[config.mk]
export PLATFORM = sky130hd
export DESIGN_NAME = noc_output_allocator
export DESIGN_NICKNAME = d
export VERILOG_FILES = /design/src/rtl/noc_output_allocator.sv
export SDC_FILE = /design/constraint.sdc
export NUM_CORES = 1
export LEC_CHECK = 0
export ABC_AREA = 0
export ABC_CLOCK_PERIOD_IN_PS = 7200
export BUFFER_PORTS_ARGS = -buffer_cell sky130_fd_sc_hd__buf_2
export CAP_MARGIN = 20
export CORE_AREA = 2 2 84 86
export DETAILED_ROUTE_END_ITERATION = 12
export DIE_AREA = 0 0 86 88
export PLACE_DENSITY = 0.68
export SLEW_MARGIN = 20
export SYNTH_ARGS = -nofsm -noshare
export SYNTH_HDL_FRONTEND = slang
export SYNTH_SLANG_ARGS = --single-unit
[constraint.sdc]
create_clock -name clk_noc -period 7.2 [get_ports clk_noc]
set_input_delay 1.8 -clock clk_noc [delete_from_list [all_inputs] [get_ports clk_noc]]
set_output_delay 1.8 -clock clk_noc [all_outputs]
set_load 0.02 [all_outputs]
[src/rtl/noc_output_allocator.sv]
// Round-robin output-port allocator with wormhole lock and downstream credit tracking.
// Grants are combinational from requests and registered state; credits, lock and error flag are registered.
module noc_output_allocator #(
    parameter int NUM_INPUTS        = 5,
    parameter int FLIT_BUFFER_DEPTH = 4,
    parameter int CREDIT_WIDTH      = $clog2(FLIT_BUFFER_DEPTH + 1),
    parameter int SEL_WIDTH         = $clog2(NUM_INPUTS)
) (
    input  logic                    clk_noc,
    input  logic                    rst_n,
    input  logic [NUM_INPUTS-1:0]   req,
    input  logic [NUM_INPUTS-1:0]   req_is_tail,
    input  logic                    credit_in,
    output logic [NUM_INPUTS-1:0]   grant,
    output logic [SEL_WIDTH-1:0]    sel,
    output logic                    send_out,
    output logic [CREDIT_WIDTH-1:0] credits,
    output logic                    locked,
    output logic                    credit_err
);

    typedef enum logic {
        ST_IDLE,
        ST_LOCKED
    } state_t;

    localparam logic [CREDIT_WIDTH-1:0] LP_FULL    = CREDIT_WIDTH'(FLIT_BUFFER_DEPTH);
    localparam logic [CREDIT_WIDTH-1:0] LP_ONE     = CREDIT_WIDTH'(1);
    localparam logic [SEL_WIDTH-1:0]    LP_RR_INIT = SEL_WIDTH'(NUM_INPUTS - 1);

    state_t                  r_state;
    state_t                  w_next_state;
    logic [SEL_WIDTH-1:0]    r_owner;
    logic [SEL_WIDTH-1:0]    w_next_owner;
    logic [SEL_WIDTH-1:0]    r_rr_ptr;
    logic [SEL_WIDTH-1:0]    w_next_rr_ptr;
    logic [SEL_WIDTH-1:0]    r_sel;
    logic [CREDIT_WIDTH-1:0] r_credits;
    logic                    r_credit_err;

    logic                    w_has_credit;
    logic                    w_arb_found;
    logic [SEL_WIDTH-1:0]    w_arb_winner;
    logic [SEL_WIDTH-1:0]    w_idx;
    logic [NUM_INPUTS-1:0]   w_grant;
    logic [SEL_WIDTH-1:0]    w_sel;
    logic                    w_send;

    assign w_has_credit = (r_credits != '0);

    // Round-robin scan starting just after the last winner.
    always_comb begin
        w_arb_found  = 1'b0;
        w_arb_winner = '0;
        w_idx        = '0;
        for (int k = 1; k <= NUM_INPUTS; k++) begin
            w_idx = SEL_WIDTH'((int'(r_rr_ptr) + k) % NUM_INPUTS);
            if (!w_arb_found && req[w_idx]) begin
                w_arb_found  = 1'b1;
                w_arb_winner = w_idx;
            end
        end
    end

    always_ff @(posedge clk_noc or negedge rst_n) begin
        if (!rst_n) begin
            r_state      <= ST_IDLE;
            r_owner      <= '0;
            r_rr_ptr     <= LP_RR_INIT;
            r_sel        <= '0;
            r_credits    <= LP_FULL;
            r_credit_err <= 1'b0;
        end else begin
            r_state  <= w_next_state;
            r_owner  <= w_next_owner;
            r_rr_ptr <= w_next_rr_ptr;
            r_sel    <= w_sel;
            if (w_send && !credit_in) begin
                r_credits <= r_credits - LP_ONE;
            end else if (credit_in && !w_send) begin
                // A surplus credit is dropped and remembered as a protocol error.
                if (r_credits == LP_FULL) begin
                    r_credit_err <= 1'b1;
                end else begin
                    r_credits <= r_credits + LP_ONE;
                end
            end
        end
    end

    always_comb begin
        w_next_state  = r_state;
        w_next_owner  = r_owner;
        w_next_rr_ptr = r_rr_ptr;
        case (r_state)
            ST_IDLE: begin
                if (w_has_credit && w_arb_found) begin
                    w_next_rr_ptr = w_arb_winner;
                    if (!req_is_tail[w_arb_winner]) begin
                        w_next_state = ST_LOCKED;
                        w_next_owner = w_arb_winner;
                    end
                end
            end
            ST_LOCKED: begin
                if (w_has_credit && req[r_owner] && req_is_tail[r_owner]) begin
                    w_next_state = ST_IDLE;
                end
            end
            default: w_next_state = ST_IDLE;
        endcase
    end

    // Outputs are forced quiet while reset is held so a pending request cannot slip through.
    always_comb begin
        w_grant = '0;
        w_sel   = r_sel;
        if (rst_n) begin
            case (r_state)
                ST_IDLE: begin
                    if (w_has_credit && w_arb_found) begin
                        w_grant[w_arb_winner] = 1'b1;
                        w_sel                 = w_arb_winner;
                    end
                end
                ST_LOCKED: begin
                    if (w_has_credit && req[r_owner]) begin
                        w_grant[r_owner] = 1'b1;
                        w_sel            = r_owner;
                    end
                end
                default: w_grant = '0;
            endcase
        end
    end

    assign w_send     = |w_grant;
    assign grant      = w_grant;
    assign sel        = w_sel;
    assign send_out   = w_send;
    assign credits    = r_credits;
    assign locked     = (r_state == ST_LOCKED);
    assign credit_err = r_credit_err;

endmodule
=== Word level (Yosys, flattened, before mapping) ===
Cells that the tools add are included.

* Output and inout bits: 14
* Word-level logic and storage cells: 101
* Register bits after elaboration: 14

* Reductions and logical operators: 24
* $add $sub $neg: 7
* Div/mod/pow operators: 5
* $lt $le $gt $ge: 9
* Bitwise logic cells: 3
* Mux-type cells: 45
* Equality and inequality tests: 2

{| class="wikitable"
|+ Operator list
! cell !! number
|-
| 32-bit by 4-bit modulo with 32-bit output, second input constant || 5
|-
| 3-bit 2-to-1 mux || 11
|-
| 3-bit by 4-bit < comparator with 1-bit output, second input constant || 7
|-
| 1-bit binary-select mux with 3-bit select || 8
|-
| 1-bit 2-to-1 mux || 18
|-
| 5-bit 2-to-1 mux || 3
|-
| 1-bit logical AND || 11
|-
| 5-bit one-hot mux with 2 select lines || 1
|-
| 3-bit by 2-bit adder with 4-bit output, second input constant || 2
|-
| 3-bit by 3-bit adder with 4-bit output, second input constant || 2
|-
| 1-bit demux with 3-bit select || 2
|-
| 3-bit by 1-bit greater-or-equal comparator with 1-bit output, second input constant || 2
|-
| 1-bit zero test || 6
|-
| 3-bit one-hot mux with 2 select lines || 1
|-
| 3-bit AND reduction || 2
|-
| 5-bit OR reduction || 1
|-
| 3-bit by 1-bit adder with 4-bit output, second input constant || 1
|-
| 2-bit AND reduction || 2
|-
| 3-bit by 1-bit adder with 3-bit output, second input constant || 1
|-
| 3-bit equality test, second input constant || 1
|-
| 1-bit inverter || 3
|-
| 3-bit nonzero test || 1
|-
| 3-bit by 1-bit subtractor with 3-bit output, second input constant || 1
|-
| 2-bit != test, second input constant || 1
|-
| 2 further kinds || 2
|}

=== Logic depth before layout (Yosys ltp) ===
Gate-level depths: netlist (run 1).

* Depth in word-level cells: 29
* Depth in mapped cells: 28
* Mapped depth without buffers: 25

=== Worst setup path before layout (run 1) ===
Ideal clock, no wire load.

* Path type: reg2out
* Start: register r_rr_ptr[0]
* End: output port send_out
* Cell stages (with the launch flop): 21
* Path buffers: 3
* Path slack: 297 ps
* Data arrival time: 5,103 ps
* Cells stage by stage: dfrtp_1 -> buf_2 -> inv_1 -> clkbuf_1 -> ha_1 -> ha_1 -> nor3b_1 -> o21ai_0 -> xnor2_1 -> ha_1 -> nor2b_1 -> o31a_1 -> mux2i_1 -> a41oi_1 -> a21oi_1 -> a41oi_2 -> and2_0 -> clkbuf_1 -> and3_1 -> a22o_4 -> or3_1

* Longest elaborated chain between the ends: 25
* Elaborated cells on any way between the ends: 48
* Classes of those cells: 5 x add/sub; 5 x div; 2 x order compare; 25 x mux; 11 x reduce/logical

{| class="wikitable"
|+ RTL lines
! element !! RTL line !! source
|-
| start: declaration || 35 || <nowiki>logic [SEL_WIDTH-1:0] r_rr_ptr;</nowiki>
|-
| start signal: assignment || 76 || <nowiki>r_rr_ptr <= w_next_rr_ptr;</nowiki>
|-
| 3-bit by 1-bit adder with 4-bit output || 57 || <nowiki>w_idx = SEL_WIDTH'((int'(r_rr_ptr) + k) % NUM_INPUTS);</nowiki>
|-
| 32-bit by 4-bit modulo with 32-bit output || 57 ||
|-
| 1-bit binary-select mux with 3-bit select || 58 || <nowiki>if (!w_arb_found && req[w_idx]) begin</nowiki>
|-
| 1-bit 2-to-1 mux (not written as such) || 58 ||
|-
| 1-bit 2-to-1 mux || 58 ||
|-
| 1-bit zero test || 58 ||
|-
| 1-bit logical AND || 58 ||
|-
| 1-bit 2-to-1 mux || 58 ||
|-
| [10 not listed] || -- ||
|-
| 1-bit logical AND (not written as such) || 122 || <nowiki>w_grant[w_arb_winner] = 1'b1;</nowiki>
|-
| 1-bit 2-to-1 mux (not written as such) || 122 ||
|-
| 1-bit demux with 3-bit select || 122 ||
|-
| 5-bit 2-to-1 mux (*) || 121 || <nowiki>if (w_has_credit && w_arb_found) begin</nowiki>
|-
| 5-bit one-hot mux with 2 select lines (*) || 119 || <nowiki>case (r_state)</nowiki>
|-
| 5-bit 2-to-1 mux (*) || 118 || <nowiki>if (rst_n) begin</nowiki>
|-
| via grant[0] || 14 || <nowiki>output logic [NUM_INPUTS-1:0] grant,</nowiki>
|-
| 5-bit OR reduction (*) || 137 || <nowiki>assign w_send = |w_grant;</nowiki>
|-
| end: declaration || 16 || <nowiki>output logic send_out,</nowiki>
|}

Mark *: on every way through the listed nets, which the timed path passes. The rest lies on a longest branch. The select of a mux whose other input is x is not followed.

=== Worst setup path after layout (run 1) ===
* Start: register r_rr_ptr[1]
* End: output port send_out

* Longest elaborated chain between the ends: 25
* Elaborated cells on any way between the ends: 48
* Classes of those cells: 5 x add/sub; 5 x div; 2 x order compare; 25 x mux; 11 x reduce/logical

{| class="wikitable"
|+ RTL lines
! element !! RTL line
|-
| 3-bit by 1-bit adder with 4-bit output || 57
|-
| 32-bit by 4-bit modulo with 32-bit output || 57
|-
| 1-bit binary-select mux with 3-bit select || 58
|-
| 1-bit 2-to-1 mux (not written as such) || 58
|-
| 1-bit 2-to-1 mux || 58
|-
| 1-bit zero test || 58
|-
| 1-bit logical AND || 58
|-
| 1-bit 2-to-1 mux || 58
|-
| [9 not listed] || --
|-
| 3-bit by 4-bit < comparator with 1-bit output (not written as such) or 3-bit by 1-bit greater-or-equal comparator with 1-bit output (tied branches) || 122
|-
| 1-bit logical AND (not written as such) || 122
|-
| 1-bit 2-to-1 mux (not written as such) || 122
|-
| 1-bit demux with 3-bit select || 122
|-
| 5-bit 2-to-1 mux (*) || 121
|-
| 5-bit one-hot mux with 2 select lines (*) || 119
|-
| 5-bit 2-to-1 mux (*) || 118
|-
| 5-bit OR reduction (*) || 137
|}

Every way passes the cells marked *; elsewhere a longest branch is shown, timed or not. The select of a mux whose other input is x is not followed.

==> results of run 1 <==
[cells in the mapped netlist (8+ instances only)]
| master | number |
|---|---|
| clkbuf_1 | 15 |
| a21oi_1 | 16 |
| o21ai_0 | 17 |
| inv_1 | 23 |
| a31oi_1 | 12 |
| nand2_1 | 25 |
| nand3_1 | 13 |
| mux2i_1 | 15 |
| nor2_1 | 23 |
| nor3_1 | 8 |
| dfrtp_1 | 12 |
| ha_1 | 28 |
[cells in the final DEF, fill, tap and decap left out, types with 5 or more instances in the layout]
cell      netlist  layout
nor2b_1         5       5
nor3_1          8       8
nand2b_1        5       5
buf_4           0      21
ha_1           28      26
o21a_1          6       5
nand3_1        13      13
nor4_1          7       7
a31oi_1        12      12
o21ai_0        17      16
dfrtp_1        12      12
a21o_1          5       5
nor2_1         23      22
nand2_1        25      25
buf_2           7      26
mux2_2          7       7
o22ai_1         5       5
nand3b_1        5       5
a21oi_1        16      14
inv_1          23      22
mux2i_1        15      13
[layout make-up]
type | count | area share
clock buffer | 4 | 0.0162
inverter | 25 | 0.0283
multi-input combinational | 305 | 0.734
sequential | 14 | 0.104
tap | 80 | 0.0294
timing repair buffer | 48 | 0.0879
[critical path: stages, from the launching register on]
cell	delay, ps
dfrtp_1	420
ha_1	280
xnor2_4	300
inv_4	110
ha_2	240
o31ai_4	290
o21ai_2	120
xnor2_2	170
buf_4	150
ha_1	180
nor2b_1	180
o31a_1	300
nand4_1	140
a41oi_1	280
a21oi_1	100
nand4b_1	350
mux2i_4	310
and3_1	220
a22o_4	230
or3_1	400
buf_2	170
[routing by layer]
layer | track usage | up-vias | share of wire
li1 | - | 1454 | -
met1 | 0.292 | 1421 | 0.45
met2 | 0.365 | 107 | 0.48
met3 | 0.0160 | 16 | 0.043
met4 | 0.0592 | 0 | 0.022
met5 | 0 | - | 0
[path summary, 6_finish.rpt]
| check | from | end | slack [ps] | cells past startpoint |
|---|---|---|---|---|
| setup reg to reg | r_rr_ptr[1] | credits[2] | 1380 | 26 |
| max in group asynchronous | rst_n | credits[2] | 5330 | 1 |
| hold / removal | credit_err | credit_err | 490 | 1 |
| min in group asynchronous | rst_n | r_sel[0] | 1510 | 1 |
| setup / recovery | r_rr_ptr[1] | send_out | 210 | 20 |
| hold reg to reg | credit_err | credit_err | 490 | 1 |
[cells by family (layout without fill, tap and decap cells)]
logic type / after synthesis / count (layout) / share of synthesized area
AOI/OAI and AO/OA: 116 / 116 / 0.305
xor gates and xnor gates: 8 / 8 / 0.0327
adders and majority gates: 31 / 31 / 0.136
buffers and inverters: 50 / 77 / 0.0701
DFF: 14 / 14 / 0.120
muxes: 25 / 25 / 0.0977
and+or+nand+nor: 125 / 125 / 0.239
[sequential cells by signal, indices dropped and copies added, names as in the netlist]
signal and count:
credit_err 1, credits 3, locked 1, r_owner 3, r_rr_ptr 3, r_sel 3
[repair_timing]
| action | in CTS | in global routing |
|---|---|---|
| setup buffers | 1 | 9 |
| pin swaps | 1 | 9 |
| setup endpoints to repair | 1 | 7 |
| gates resized for setup | 1 | 27 |
[through the flow]
| stage | utilization | worst slack [ps] |
|---|---|---|
| floorplan | - | 297 |
| global placement | 0.475 | 218 |
| detailed placement | 0.475 | 174 |
| CTS | 0.484 | 5.14 |
| global route | 0.512 | -55.1 |
| finish | 0.512 | 213 |
==> impl_metrics.env, run 1 <==
export IMPL_layout_filler_cells=637
export IMPL_routed_via_density=6.30
export IMPL_ant_nets=0
export IMPL_antenna_found_initial=0
export IMPL_synth_top_flop_cell="dfrtp_1"
export IMPL_mean_post_synth_cell_area_sq_um=7.98
export IMPL_tritoncts="done"
export IMPL_die_h_um=88
export IMPL_clock_tree_buffer_depth=2
export IMPL_place_detailed_hpwl_mm=6.25
export IMPL_cp_data_required_time_ps=5400
export IMPL_n_antenna_cell=0
export IMPL_ys_ff_latch=14
export IMPL_io_pin_count=27
export IMPL_routed_via_count=2998
export IMPL_maxClockFrequency_ghz=0.143
export IMPL_clock_root_buffer="clkbuf_8"
export IMPL_slew_violations=0
export IMPL_finalWeightedCongestion=0.867
export IMPL_die_area_sq_um=7570
export IMPL_yosys_area_top_type="ha_1"
export IMPL_first_pass_grt_wire_length_mm=13.3
export IMPL_storage_element_area_sq_um=353
export IMPL_crit_type="flop to output pin"
export IMPL_wl_per_cell_um=17.7
export IMPL_synthCells=369
export IMPL_count_of_flip_flops_with_a_built_in_enable_after_synthesis=0
export IMPL_synthDominantCellAreaShare=0.119
export IMPL_final_cell_area_sq_um=3400
export IMPL_end_kind="output pin"
export IMPL_grt_usage=0.214
export IMPL_min_delay_path_class="flop to flop"
export IMPL_post_route_period_util=0.970
export IMPL_synth_distinct_cells=86
export IMPL_core_area_sq_um=6640
export IMPL_timing_setup_tns_ps=0
export IMPL_grt_max_degree=36
export IMPL_multiInputGateArea_sq_um=2500
export IMPL_die_w_um=86
export IMPL_syn_nets=412
export IMPL_finClkSkew_ps=0.671
export IMPL_synthesis_area_sq_um=2940
export IMPL_timing_hold_ws_ps=487
export IMPL_status="finished, final reports clean"
export IMPL_drt_pass1_iterations=5
export IMPL_routed_wl_mm=8.41
export IMPL_cts_max_level=1
export IMPL_fp_row_count=30
export IMPL_clk_insertion_delay_late_ps=250
export IMPL_grt_pass1_vias=2760
export IMPL_transition_at_the_pin_with_the_smallest_max_transition_slack_ps=729
export IMPL_hold_viol=0
export IMPL_place_detailed_instances=462
export IMPL_area_growth_pct=15.6
export IMPL_setup_viol=0
export IMPL_cp_data_arrival_time_ps=5190
export IMPL_cp_start_kind="flop"
export IMPL_synth_async_sr_flop_share=1.00
export IMPL_drcViolationCount=0
export IMPL_stdcell_count=476
export IMPL_floorplan_initialDensity=0.443
export IMPL_dr_first_iter_drc_count=163
export IMPL_timing_max_cap_violations=0
export IMPL_place_port_buffers=26
export IMPL_yosysWarnings=0
export IMPL_dominant_cells_by_area_after_synthesis="ha_1 12%, dfrtp_1 10%, mux2i_1 5.1%, nand2_1 3.2%, inv_1 2.9%"
export IMPL_synth_seq_area_share=0.120
export IMPL_cts_hold_repair_buffers=0
export IMPL_finalWorstPathRequiredPeriod_ps=6990
export IMPL_grt_ovfl_total=0
export IMPL_critPathMaxFanout=10
export IMPL_slew_headroom=0.510
export IMPL_final_layout_size_suffix_gt1_frac=0.273
export IMPL_cts_sink_count=14
export IMPL_number_of_nets_in_the_layout=440
export IMPL_cts_made_buffers=3
export IMPL_dpl_instance_area_sq_um=3150
export IMPL_cts_reportedPaths_clkPinSlew_ps=60
Power of run 1 is not shown: default switching activity piles up to over one toggle a cycle in this logic, so the estimate is an artifact.
==> run 2, diff against run 1 <==
--- a/config.mk
+++ b/config.mk
@@ -9,10 +9,12 @@
 export ABC_CLOCK_PERIOD_IN_PS = 7200
 export BUFFER_PORTS_ARGS = -buffer_cell sky130_fd_sc_hd__buf_2
 export CAP_MARGIN = 20
-export CORE_AREA = 2 2 84 86
+export CELL_PAD_IN_SITES_DETAIL_PLACEMENT = 1
+export CELL_PAD_IN_SITES_GLOBAL_PLACEMENT = 2
+export CORE_AREA = 2 2 93 95
 export DETAILED_ROUTE_END_ITERATION = 12
-export DIE_AREA = 0 0 86 88
-export PLACE_DENSITY = 0.68
+export DIE_AREA = 0 0 95 97
+export PLACE_DENSITY = 0.87
 export SLEW_MARGIN = 20
 export SYNTH_ARGS = -nofsm -noshare
 export SYNTH_HDL_FRONTEND = slang
==> run 2 against run 1 <==
Net effect:
- maximum frequency decreased by 0.32%
- hold slack got worse by 21 ps
- utilization decreased by 8.3 points
==> impl_metrics.env, run 2 (synthesis results as in run 1) <==
export IMPL_post_route_period_util=0.974
export IMPL_hold_viol=0
export IMPL_cp_cell_sequence="clkinvlp_4 > buf_4 > ha_1 > inv_1 > ha_1 > inv_1 > ha_1 > nand2b_1 > o311ai_0 > o221ai_1 > buf_4 > nand3b_1 > a31oi_2 > nand4b_1 > buf_4 > mux2i_4 > and3_1 > a22o_4 > or3_1 > buf_2"
export IMPL_setup_viol=0
export IMPL_die_w_um=95
export IMPL_cp_data_required_time_ps=5400
export IMPL_cp_data_arrival_time_ps=5210
export IMPL_finalWeightedCongestion=0.896
export IMPL_grt_usage=0.211
export IMPL_floorplan_initialDensity=0.362
export IMPL_status="finished, final reports clean"
export IMPL_die_h_um=97
export IMPL_cts_made_buffers=3
export IMPL_place_detailed_hpwl_mm=7.36
export IMPL_clk_insertion_delay_late_ps=260
export IMPL_clock_root_buffer="clkbuf_8"
export IMPL_finClkSkew_ps=8.23
export IMPL_slew_violations=0
export IMPL_first_pass_grt_wire_length_mm=15.5
export IMPL_cts_hold_repair_buffers=0
export IMPL_cts_reportedPaths_clkPinSlew_ps=70
export IMPL_ant_nets=0
export IMPL_timing_max_cap_violations=0
export IMPL_antenna_found_initial=0
export IMPL_mostFrequentLayoutCell="buf_4"
export IMPL_finalWorstPathRequiredPeriod_ps=7010
export IMPL_cpPeakStageDelay_ps=440
export IMPL_worst_r2r_setup_slack_ps=1350
export IMPL_maxClockFrequency_ghz=0.143
export IMPL_end_kind="output pin"
export IMPL_mostFrequentLayoutCells="30 x buf_4, 26 x buf_2, 25 x nand2_1, 25 x ha_1"
export IMPL_n_antenna_cell=0
export IMPL_clock_tree_buffer_depth=2
export IMPL_fp_row_count=33
export IMPL_timing_setup_tns_ps=0
export IMPL_number_of_nets_in_the_layout=448
export IMPL_wl_per_cell_um=19.7
export IMPL_dr_first_iter_drc_count=83
export IMPL_min_delay_path_class="flop to flop"
export IMPL_core_area_sq_um=8130
export IMPL_place_port_buffers=26
export IMPL_routed_via_density=5.93
export IMPL_transition_at_the_pin_with_the_smallest_max_transition_slack_ps=783
export IMPL_cts_sink_count=14
export IMPL_cts_max_level=1
export IMPL_final_layout_size_suffix_gt1_frac=0.295
export IMPL_io_pin_count=27
export IMPL_area_growth_pct=18.6
export IMPL_slew_headroom=0.474
export IMPL_grt_max_degree=27
export IMPL_grt_pass1_vias=3074
export IMPL_drt_pass1_iterations=4
export IMPL_die_area_sq_um=9220
export IMPL_routed_via_count=3019
export IMPL_critPathMaxFanout=6
export IMPL_critical_path_s_slowest_cell="dfrtp_2"
export IMPL_tritoncts="done"
export IMPL_grt_ovfl_total=0
export IMPL_drcViolationCount=0
export IMPL_routed_wl_mm=10.0
export IMPL_cp_start_kind="flop"
export IMPL_crit_type="flop to output pin"
==> run 2: path summary, 6_finish.rpt <==
kind / startpoint / cells past startpoint / to
worst max register to register: r_rr_ptr[1] / 25 / credits[2]
max in group asynchronous: rst_n / 1 / r_rr_ptr[1]
worst max-delay path: r_rr_ptr[1] / 20 / send_out
worst min register to register: credit_err / 1 / credit_err
worst min-delay path: credit_err / 1 / credit_err
min in group asynchronous: rst_n / 1 / r_sel[0]
==> run 2: stage by stage <==
stage	util	setup slack, ps	area [sq um]	hold slack [ps]	std cells
after floorplan	-	297	2940	556	369
after global routing	0.429	-12.5	3490	486	509
after detailed placement	0.394	-33.5	3210	457	490
after global placement	0.394	151	3210	459	490
after CTS	0.411	2.31	3340	474	501
final	0.429	190	3490	467	509
==> run 2: area by class of cell <==
| type | instances | area, sq um |
|---|---|---|
| fill | 1001 | 4640 |
| sequential | 14 | 354 |
| tap | 105 | 131 |
| timing repair buffer | 56 | 355 |
| clock buffer | 4 | 55.1 |
| multi-input combinational | 305 | 2500 |
| inverter | 25 | 100 |
==> run 2: what timing repair did <==
item	4_1_cts	5_1_grt
setup buffers	7	8
cloned	0	0
pin swaps	1	7
endpoints found under the setup margin	3	7
gates resized for setup	7	21
==> run 2: critical path: cells and delay by family (launching register included) <==
| family | cells | cell delay [ps] |
|---|---|---|
| AOI/OAI and AO/OA | 4 | 1220 |
| adders and majority gates | 3 | 770 |
| buffers and inverters | 7 | 1120 |
| DFF | 1 | 440 |
| muxes | 1 | 210 |
| and+or+nand+nor | 5 | 1200 |
==> run 2: metal layers <==
layer,part of all wire,track usage,vias to the layer above
li1,-,-,1460
met1,0.47,0.272,1517
met2,0.51,0.381,34
met3,0.016,0.0187,8
met4,0.012,0.0379,0
met5,0,0,-
Power of run 2 is left out for the same reason.
